### src/rtl/instr_fetch_ctrl.sv
// rtl/instr_fetch_ctrl.sv - instruction fetch sequencer: PC, imem read port, prefetch FIFO, redirect/halt
// Optional out-of-range fetch check enabled by `IFETCH_BOUNDS_CHECK_EN.
module instr_fetch_ctrl #(
  parameter logic [15:0] RESET_PC   = 16'h0000,
  parameter int          FIFO_DEPTH = 2,
  parameter logic [15:0] HALT_WORD  = 16'hFFFF,
  parameter int          MEM_WORDS  = 32768
) (
  input  logic        clk,
  input  logic        rst_n,
  input  logic        start,
  output logic [15:0] imemAdr,
  input  logic [15:0] imemData,
  output logic [15:0] instr,
  output logic [15:0] instrPc,
  output logic        instrValid,
  input  logic        instrReady,
  input  logic        redirect,
  input  logic [15:0] redirectPc,
  output logic        halted,
  output logic        fault
);

  localparam int AW = $clog2(FIFO_DEPTH);
  localparam int CW = AW + 1;

  typedef enum logic [1:0] {
    S_IDLE,
    S_FETCH,
    S_HALTED
  } state_t;

  state_t        state, state_nxt;
  logic [15:0]   pc, pc_nxt;
  logic [15:0]   fifo_data [FIFO_DEPTH];
  logic [15:0]   fifo_pc   [FIFO_DEPTH];
  logic [AW-1:0] wr_ptr, rd_ptr;
  logic [CW-1:0] count;
  logic          full, empty;
  logic          push, pop, flush;
  logic          oob, fault_set;

  assign empty = (count == '0);
  assign full  = (count == CW'(FIFO_DEPTH));

`ifdef IFETCH_BOUNDS_CHECK_EN
  localparam logic [31:0] MEM_LIMIT = 32'(MEM_WORDS);
  logic fault_q;

  assign oob   = ({16'h0000, pc} >= MEM_LIMIT);
  assign fault = fault_q;

  // Sticky until reset; a redirect out of HALTED deliberately leaves it set.
  always_ff @(posedge clk or negedge rst_n) begin
    if (!rst_n) begin
      fault_q <= 1'b0;
    end else if (fault_set) begin
      fault_q <= 1'b1;
    end
  end
`else
  logic unused_cfg;

  assign oob        = 1'b0;
  assign fault      = 1'b0;
  assign unused_cfg = fault_set ^ (MEM_WORDS != 0);
`endif

  always_ff @(posedge clk or negedge rst_n) begin
    if (!rst_n) begin
      state <= S_IDLE;
      pc    <= RESET_PC;
    end else begin
      state <= state_nxt;
      pc    <= pc_nxt;
    end
  end

  // Redirect wins over everything: it flushes, blocks push and pop, and reloads PC.
  always_comb begin
    state_nxt = state;
    pc_nxt    = pc;
    push      = 1'b0;
    pop       = 1'b0;
    flush     = 1'b0;
    fault_set = 1'b0;
    if (redirect) begin
      flush  = 1'b1;
      pc_nxt = redirectPc;
      if (state != S_IDLE) begin
        state_nxt = S_FETCH;
      end
    end else begin
      pop = !empty && instrReady;
      unique case (state)
        S_IDLE: begin
          if (start) begin
            state_nxt = S_FETCH;
            pc_nxt    = RESET_PC;
            flush     = 1'b1;
          end
        end
        S_FETCH: begin
          if (!full || pop) begin
            if (oob) begin
              fault_set = 1'b1;
              state_nxt = S_HALTED;
            end else begin
              push   = 1'b1;
              pc_nxt = pc + 16'd1;
              if (imemData == HALT_WORD) begin
                state_nxt = S_HALTED;
              end
            end
          end
        end
        S_HALTED: begin
          state_nxt = S_HALTED;
        end
        default: begin
          state_nxt = S_IDLE;
        end
      endcase
    end
  end

  always_ff @(posedge clk or negedge rst_n) begin
    if (!rst_n) begin
      wr_ptr <= '0;
      rd_ptr <= '0;
      count  <= '0;
    end else if (flush) begin
      wr_ptr <= '0;
      rd_ptr <= '0;
      count  <= '0;
    end else begin
      if (push) begin
        wr_ptr <= wr_ptr + AW'(1);
      end
      if (pop) begin
        rd_ptr <= rd_ptr + AW'(1);
      end
      count <= count + CW'(push) - CW'(pop);
    end
  end

  // Storage needs no reset: the head is masked to zero whenever the FIFO is empty.
  always_ff @(posedge clk) begin
    if (push) begin
      fifo_data[wr_ptr] <= imemData;
      fifo_pc[wr_ptr]   <= pc;
    end
  end

  assign imemAdr    = pc;
  assign instrValid = !empty;
  assign instr      = empty ? 16'h0000 : fifo_data[rd_ptr];
  assign instrPc    = empty ? 16'h0000 : fifo_pc[rd_ptr];
  assign halted     = (state == S_HALTED);

endmodule

### config.mk
export PLATFORM = sky130hd
export DESIGN_NAME = instr_fetch_ctrl
export DESIGN_NICKNAME = d
export VERILOG_FILES = /design/src/rtl/instr_fetch_ctrl.sv
export SDC_FILE = /design/constraint.sdc
export NUM_CORES = 1
export LEC_CHECK = 0
export BUFFER_PORTS_ARGS = -buffer_cell sky130_fd_sc_hd__buf_2
export CAP_MARGIN = 15
export CORE_AREA = 5 5 165 88
export DETAILED_ROUTE_END_ITERATION = 7
export DIE_AREA = 0 0 170 93
export PLACE_DENSITY_LB_ADDON = 0.15
export SLEW_MARGIN = 10
export SYNTH_ARGS = -nofsm -noshare
export SYNTH_HDL_FRONTEND = slang
export SYNTH_SLANG_ARGS = --single-unit
### constraint.sdc
create_clock -name clk -period 5.59 [get_ports clk]
set_input_delay 0.8385 -clock clk [delete_from_list [all_inputs] [get_ports clk]]
set_output_delay 0.8385 -clock clk [all_outputs]
set_load 0.05 [all_outputs]
==> flow_summary.ini, run 1 <==
[timing]
finalCriticalPeriod_ns = 2.88
rsz0062_at_grt = false
fin_crit_sh = 0.515
worst_slack_ns = 2.71
fmax_mhz = 348
tns_ns = 0
slew_headroom = 0.315
fin_worst_skew_ns = 0.00826
setup_violations = 0
hold_viol = 0
slew_viol_final = 0
worstMarginPinSlew_ns = 1.03

[setup_path]
start_kind = register
criticalPathCategory = register to output pin
crit_family = flip-flops
path_depth = 3
cp-end-kind = output pin
arrival_ns = 2.04
reg2reg_depth = 5
critPathMaxStageDelay_ns = 1.02
worstPathMaxFanout = 33
crit_buf_inv = 1
path_cells = mux2i_1, nor2_1, buf_2
crit_required_ns = 4.75
cp_slowest_cell = dfrtp_2

[clock_network]
cts_tree = built
cts_root_buf = clkbuf_16
ctsHoldBuffers = 0
cts_sinks = 86
clk_latency_ns = 0.34
cts.clk_slew.worst_paths_ns = 0.07
numCtsBuffers = 9
cts_htree_levels = 3
clk_path_buf_depth = 2
cts_resized = 0
cts_setup_buffers = 0

[routing]
drtIter0Drc = 217
vias = 2893
wl_per_cell_um = 17.9
drt_wl_total_um = 10500
drc = 0
ant_nets = 0
firstDrtPassIters = 5
via_per_inst = 4.91

[cells_and_area]
fin_util = 0.375
fin_area_um2 = 4880
final_cell_mix = buf_2, edfxtp_1, nor2_1
area_delta_synth_final_pct = 22.1
drive_gt1_frac = 0.269
layout_commonest_cell = buf_2
fin_nets = 451
diodes = 0

[grt]
antenna_found_initial = 0
grt_pass1_wl_um = 16400
grt_pass1_vias = 2811
grtUsageTotal = 0.137
grt_max_degree = 34
overflow = 0

[yosys]
synthFlopType = edfxtp_1
postSynthNetCount = 369
synthTopCellsByArea = edfxtp_1, dfrtp_1, mux2i_1, nor2_1, nand4_1
ys_seq_area_frac = 0.619
yosys.area.top_type = edfxtp_1
synthCells = 326
async_reset_ff_frac = 0.256
syn_area_um2 = 4000
ys_warn_count = 0
synth_area_per_cell_um2 = 12.3
synth_edf_count = 64
yosys.area.top_type_share = 0.481
synth_cell_types = 53
synth-seq-cells = 86

[min_path]
hold_path_class = input pin to asynchronous set/reset pin

[place]
dp_slack_ns = 2.77
place_hpwl_um = 7610
globalplace.congestion = 0.801
place_area_um2 = 4590
portBuffers = 86

[floorplanning]
die-area_um2 = 15800
dieWidth_um = 170
rows = 30
initial_core_util = 0.307
die_h_um = 93
ios = 88
core_um2 = 13000

[flow_run]
max_cap_violations = 0

[power]
p_per_area_nw_per_um2 = 554
ir_worst_vdd_uv = 212
p_leak_nw = 1.86

[outcome]
outcome = finished clean
-- state kept, by name, indices dropped and copies added (netlist names) --
register and flops:
fifo_data 32, fifo_pc 32, count 2, state 2, rd_ptr 1, imemAdr 16, wr_ptr 1
-- per-stage QoR --
stage | std cells | hold slack, ns | power (W)
after floorplan | 326 | 0.519 | 0.00185
after global placement | 573 | 0.549 | 0.00216
after detailed placement | 573 | 0.554 | 0.00216
after CTS | 589 | 0.499 | 0.00273
after global routing | 589 | 0.535 | 0.00286
final | 589 | 0.479 | 0.00270
-- layout make-up --
type,instances,area [µm²]
Sequential cell,86,2470
Fill cell,1316,8150
Inverter,6,22.5
Multi-Input combinational cell,216,1430
Clock buffer,9,225
Timing Repair Buffer,89,453
Clock inverter,7,58.8
Tap cell,176,220
-- power by group --
| part | leakage [nW] | switching [W] | internal (W) |
|---|---|---|---|
| logic | 0.860 | 0.000848 | 0.000272 |
| clock network | 0.138 | 0.000259 | 0.000307 |
| registers | 0.866 | 0.000152 | 0.000863 |
-- cells in the mapped netlist, types with 3 or more instances --
library cell / number
mux2i_1: 32
nand4_1: 13
ha_1: 6
a21oi_1: 11
and3_1: 3
o31ai_1: 4
o21ai_0: 4
o21ai_1: 7
nand2b_1: 5
nor3_1: 5
buf_2: 8
clkbuf_1: 7
nor4_1: 5
nand2_1: 19
dfrtp_1: 22
nand3_1: 4
o211ai_1: 4
a32oi_1: 3
edfxtp_1: 64
nor2_1: 49
inv_1: 6
a22oi_1: 3
-- path summary, 6_finish.rpt --
kind,from,to,slack [ns]
min,rst_n,imemAdr[11],0.48
max in group asynchronous,rst_n,rd_ptr,4.72
min reg2reg,imemAdr[15],fifo_pc[0][15],0.57
max reg2reg,state[1],fifo_data[1][13],3.21
min in group clk,imemAdr[15],fifo_pc[0][15],0.57
max,rd_ptr,instrPc[1],2.71
-- metal layers --
| metal | GRT usage | routed length [µm] |
|---|---|---|
| met1 | 0.223 | 5830 |
| met2 | 0.170 | 3820 |
| met3 | 0.0448 | 796 |
| met4 | 0.0312 | 83 |
| met5 | 0 | 0 |
-- cell families after synthesis --
kind of cell,after synthesis,share of synthesized area
XOR/XNOR,4,0.00877
AO/OA/AOI/OAI,56,0.101
adder cells (fa/ha/maj),6,0.0188
flip-flops,86,0.619
other,1,0.000939
AND/OR/NAND/NOR,117,0.144
multiplexers,32,0.0802
buffers and inverters,24,0.0269
Note: power is estimated with default switching activity, not from simulation.
==> run 2, diff against run 1 <==
Settings changed: ABC_AREA from default to 1, CORE_AREA 5 5 165 88 to 5 5 166 88, DIE_AREA 0 0 170 93 to 0 0 171 93.
Clock period 5.59 ns to 2.7 ns, I/O delays scaled along.
==> flow_summary.ini, run 2 <==
[clock_network]
cts_tree = built
ctsHoldBuffers = 0
clk_path_buf_depth = 2
cts_htree_levels = 3
numCtsBuffers = 9
cts.clk_slew.worst_paths_ns = 0.07
cts_root_buf = clkbuf_16
cts_resized = 0
cts_setup_buffers = 0
clk_latency_ns = 0.34
cts_sinks = 86

[setup_path]
r2r_start = state[1]
criticalPathCategory = register to output pin
rr_endpoint = count[1]
reg2reg_depth = 10
crit_start = rd_ptr
cp-end-kind = output pin
r2r_setup_slack_ns = 0.91
start_kind = register
worstPathMaxFanout = 33
crit_required_ns = 2.30
arrival_ns = 1.75

[timing]
setup_violations = 0
tns_ns = 0
fin_worst_skew_ns = 0.00693
slew_headroom = 0.609
finalCriticalPeriod_ns = 2.16
rsz0062_at_grt = false
worstMarginPinSlew_ns = 0.587
fmax_mhz = 464
fin_crit_sh = 0.798
hold_viol = 0
slew_viol_final = 0

[flow_run]
max_cap_violations = 0

[routing]
wl_per_cell_um = 16.0
firstDrtPassIters = 4
top_layer = met4
wl_met2_um = 4180
wl_met3_um = 599
via_per_inst = 4.53
drtIter0Drc = 249
drt_wl_total_um = 11300
drc = 0
vias = 3220
m1WireLength_um = 6450
ant_nets = 0

[yosys]
ys_seq_area_frac = 0.610
synth-seq-cells = 86
synthTopCellsByArea = edfxtp_1, nand2_1, dfrtp_1, a21oi_1, inv_1
yosys.area.top_type_share = 0.474
synthCells = 442
ys_warn_count = 0
synth_commonest_cells = nand2_1, edfxtp_1, inv_1, a21oi_1, nor2_1
yosys.area.top_type = edfxtp_1
syn_area_um2 = 4060
synth_edf_count = 64
synthFlopType = edfxtp_1
synth_area_per_cell_um2 = 9.17
postSynthNetCount = 485
synth_cell_types = 29
yosysMostFrequentCell = nand2_1
async_reset_ff_frac = 0.256

[floorplanning]
rows = 30
dieWidth_um = 171
ios = 88
die_h_um = 93
die-area_um2 = 15900
core_um2 = 13100
initial_core_util = 0.310

[cells_and_area]
diodes = 0
layout_commonest_cell = nand2_1
fin_nets = 573
seqCellArea_um2 = 2470
n_fill_cell = 1322
area_delta_synth_final_pct = 25.1
fin_cells = 711
multiInputGateArea_um2 = 1360
drive_gt1_frac = 0.228
final_cell_mix = nand2_1, buf_2, edfxtp_1

[grt]
antenna_found_initial = 0
overflow = 0
grtUsageTotal = 0.147
grt_pass1_wl_um = 17600
grt_max_degree = 34
grt_pass1_vias = 2887

[place]
globalplace.congestion = 0.874
portBuffers = 86
placed_cells_incl_taps = 695
place_hpwl_um = 8180

[power]
p_per_area_nw_per_um2 = 1220
ir_worst_vdd_uv = 499
p_leak_nw = 2.32

[outcome]
outcome = finished clean

[min_path]
hold_path_class = input pin to asynchronous set/reset pin
[run 2: cell count changes after synthesis, moves of 5 or more]
cell	before	now
nand3_1	4	20
o21ai_1	7	2
nor4_1	5	0
nand2_1	19	165
nor2_1	49	33
o21ai_0	4	9
a21oi_1	11	35
nand2b_1	5	0
inv_1	6	40
mux2i_1	32	0
nand4_1	13	6
[run 2: cell type report]
type / count / area share
clock buffer: 10 / 0.0471
clock inverter: 6 / 0.0227
inverter: 42 / 0.0311
multi-input combinational: 297 / 0.267
sequential: 86 / 0.487
tap: 176 / 0.0434
timing repair buffer: 94 / 0.102
[run 2: logic make-up (layout without fill, tap and decap cells)]
family                   count (synthesis)  count (layout)  synth area share
other                                    1               1          0.000925
flip-flops                              86              86             0.610
buffers and inverters                   59             152            0.0605
adder cells (fa/ha/maj)                  6               6            0.0185
AND/OR/NAND/NOR                        232             232             0.230
AO/OA/AOI/OAI                           55              55            0.0737
XOR/XNOR                                 3               3           0.00648
[run 2: how the worst max path moves through the flow]
stage	to	slack (ns)
2_1_floorplan	fifo_data[1][0]	0.47
3_3_place_gp	imemAdr[3]	0.72
3_5_place_dp	imemAdr[3]	0.68
4_1_cts	instrPc[1]	0.52
5_1_grt	instrPc[9]	0.44
6_report	instrPc[1]	0.54
[run 2: through the flow]
| stage | utilization | hold WS [ns] | setup WS (ns) | area (µm²) | power [W] |
|---|---|---|---|---|---|
| after global routing | 0.387 | 0.0994 | 0.444 | 5070 | 0.00654 |
| final | 0.387 | 0.0621 | 0.544 | 5070 | 0.00619 |
| after floorplan | - | 0.109 | 0.469 | 4060 | 0.00398 |
| after CTS | 0.387 | 0.0756 | 0.515 | 5070 | 0.00624 |
| after detailed placement | 0.360 | 0.442 | 0.682 | 4720 | 0.00477 |
| after global placement | 0.360 | 0.437 | 0.717 | 4720 | 0.00477 |
[run 2: per-layer routing]
layer | vias up | track usage
li1 | 1621 | -
met1 | 1515 | 0.248
met2 | 75 | 0.179
met3 | 9 | 0.0405
met4 | 0 | 0.0336
met5 | - | 0
[run 2: critical path, stage by stage (launching register included)]
cell	delay, ns
dfrtp_1	0.37
inv_1	0.05
buf_4	0.34
nand2_1	0.09
a21oi_1	0.23
buf_2	0.32
[run 2: where the power goes]
| group | internal [W] | leakage, nW | switching [W] | total, W |
|---|---|---|---|---|
| clock network | 0.000938 | 0.175 | 0.000531 | 0.00147 |
| registers | 0.00181 | 0.867 | 0.000328 | 0.00214 |
| logic | 0.000588 | 1.28 | 0.00199 | 0.00258 |
| total | 0.00334 | 2.32 | 0.00285 | 0.00619 |
==> run 3, diff against run 2 <==
Clock period 2.7 ns to 1.75 ns, I/O delays scaled along.
==> flow_summary.ini, run 3 (synthesis results as in run 2) <==
[cells_and_area]
final_cell_mix = nand2_1, edfxtp_1, buf_2
diodes = 0
drive_gt1_frac = 0.353
layout_commonest_cell = nand2_1
fin_nets = 599
area_delta_synth_final_pct = 42.0

[setup_path]
arrival_ns = 1.48
criticalPathCategory = register to output pin
path_cells = nor2_4, buf_4, clkbuf_16, a21oi_2, buf_4
r2r_setup_slack_ns = 0.07
cp_slowest_cell = dfrtp_2
path_common_cell = buf_4
r2r_start = state[1]
crit_required_ns = 1.49
worstPathMaxFanout = 8
cp-end-kind = output pin
rr_endpoint = fifo_pc[1][12]
reg2reg_depth = 8
critPathMaxStageDelay_ns = 0.44
cp-endpoint = instr[1]
start_kind = register
crit_start = count[1]

[grt]
grt_pass1_wl_um = 18000
overflow = 0
antenna_found_initial = 0
grtUsageTotal = 0.149
grt_pass1_vias = 3117
grt_max_degree = 34

[floorplanning]
die_h_um = 93
core_um2 = 13100
rows = 30
ios = 88
initial_core_util = 0.310
die-area_um2 = 15900
dieWidth_um = 171

[power]
ir_worst_vdd_uv = 806
p_per_area_nw_per_um2 = 1840
p_leak_nw = 2.49
p_total_w = 0.0106

[clock_network]
numCtsBuffers = 9
cts_htree_levels = 3
cts_sinks = 86
clk_latency_ns = 0.34
clk_path_buf_depth = 2
cts_tree = built
cts_root_buf = clkbuf_16
cts.clk_slew.worst_paths_ns = 0.07

[routing]
m1WireLength_um = 6780
via_per_inst = 4.54
wl_met2_um = 4740
drt_wl_total_um = 12200
drc = 0
wl_per_cell_um = 16.5
drtIter0Drc = 275
top_layer = met4
wl_met3_um = 584
vias = 3349
ant_nets = 0
firstDrtPassIters = 4

[place]
globalplace.congestion = 0.856
portBuffers = 86
place_hpwl_um = 8200
dp_slack_ns = 0.0557

[timing]
finalCriticalPeriod_ns = 1.74
rsz0062_at_grt = true
fin_crit_sh = 0.997
hold_viol = 0
fin_worst_skew_ns = 0.00864
slew_headroom = 0.614
fmax_mhz = 573
worstMarginPinSlew_ns = 0.579
slew_viol_final = 0
worst_slack_ns = 0.00573
setup_violations = 0

[min_path]
hold_path_class = input pin to register
whs_path_depth = 1

[outcome]
outcome = finished clean

[flow_run]
max_cap_violations = 0
==> run 3: cell count changes in the layout (fill, tap and decap cells not counted), sizes merged <==
cell	previous run	this run
clkinvlp	0	1
bufinv	3	2
dlygate4sd3	0	1
inv	44	43
clkinv	1	3
clkbuf	10	11
buf	94	117
==> run 3: metal layers <==
layer	vias to the layer above	track usage
li1	1671	-
met1	1592	0.242
met2	81	0.194
met3	5	0.0393
met4	0	0.0277
met5	-	0
==> run 3: layout make-up <==
| type | instances | area [µm²] |
|---|---|---|
| sequential | 86 | 2480 |
| clock inverter | 7 | 95.1 |
| inverter | 42 | 168 |
| multi-input combinational | 297 | 1570 |
| fill | 1266 | 7340 |
| tap | 176 | 220 |
| timing repair buffer | 120 | 1000 |
| clock buffer | 9 | 225 |
==> run 3: what timing repair did <==
item / in CTS / in global routing
hold endpoints to repair: 22 / 0
cloned: 1 / 3
hold buffers: 1 / 0
pin swaps: 0 / 5
endpoints found under the setup margin: 30 / 93
gates resized for setup: 50 / 44
setup buffers: 0 / 6
==> run 3: power breakdown <==
| group | switching, W | internal, W |
|---|---|---|
| logic | 0.00357 | 0.00170 |
| registers | 0.000438 | 0.00280 |
| clock network | 0.000812 | 0.00126 |
==> run 3: stage by stage <==
stage / instances / setup TNS, ns / hold WS, ns / area [µm²] / util
after global placement: 710 / 0 / 0.299 / 4990 / 0.381
after detailed placement: 710 / 0 / 0.300 / 4990 / 0.381
after global routing: 737 / -0.334 / 0.124 / 5760 / 0.440
after floorplan: 442 / -1.45 / -0.0331 / 4200 / -
final: 737 / 0 / 0.135 / 5760 / 0.440
after CTS: 728 / -0.0506 / 0.126 / 5490 / 0.419
==> run 3: critical path: cells and delay by family (launching register included) <==
family,cells,cell delay [ns]
DFF,1,0.44
and+or+nand+nor,1,0.12
buffers and inverters,3,0.53
AOI/OAI and AO/OA,1,0.04
==> run 3: how the worst min path moves through the flow <==
stage,from,endpoint,slack (ns)
4_1_cts,imemData[8],fifo_data[0][8],0.13
5_1_grt,imemData[4],fifo_data[0][4],0.12
2_1_floorplan,rst_n,count[0],-0.03
6_report,imemData[8],fifo_data[0][8],0.13
3_3_place_gp,rst_n,imemAdr[6],0.30
3_5_place_dp,rst_n,imemAdr[6],0.30
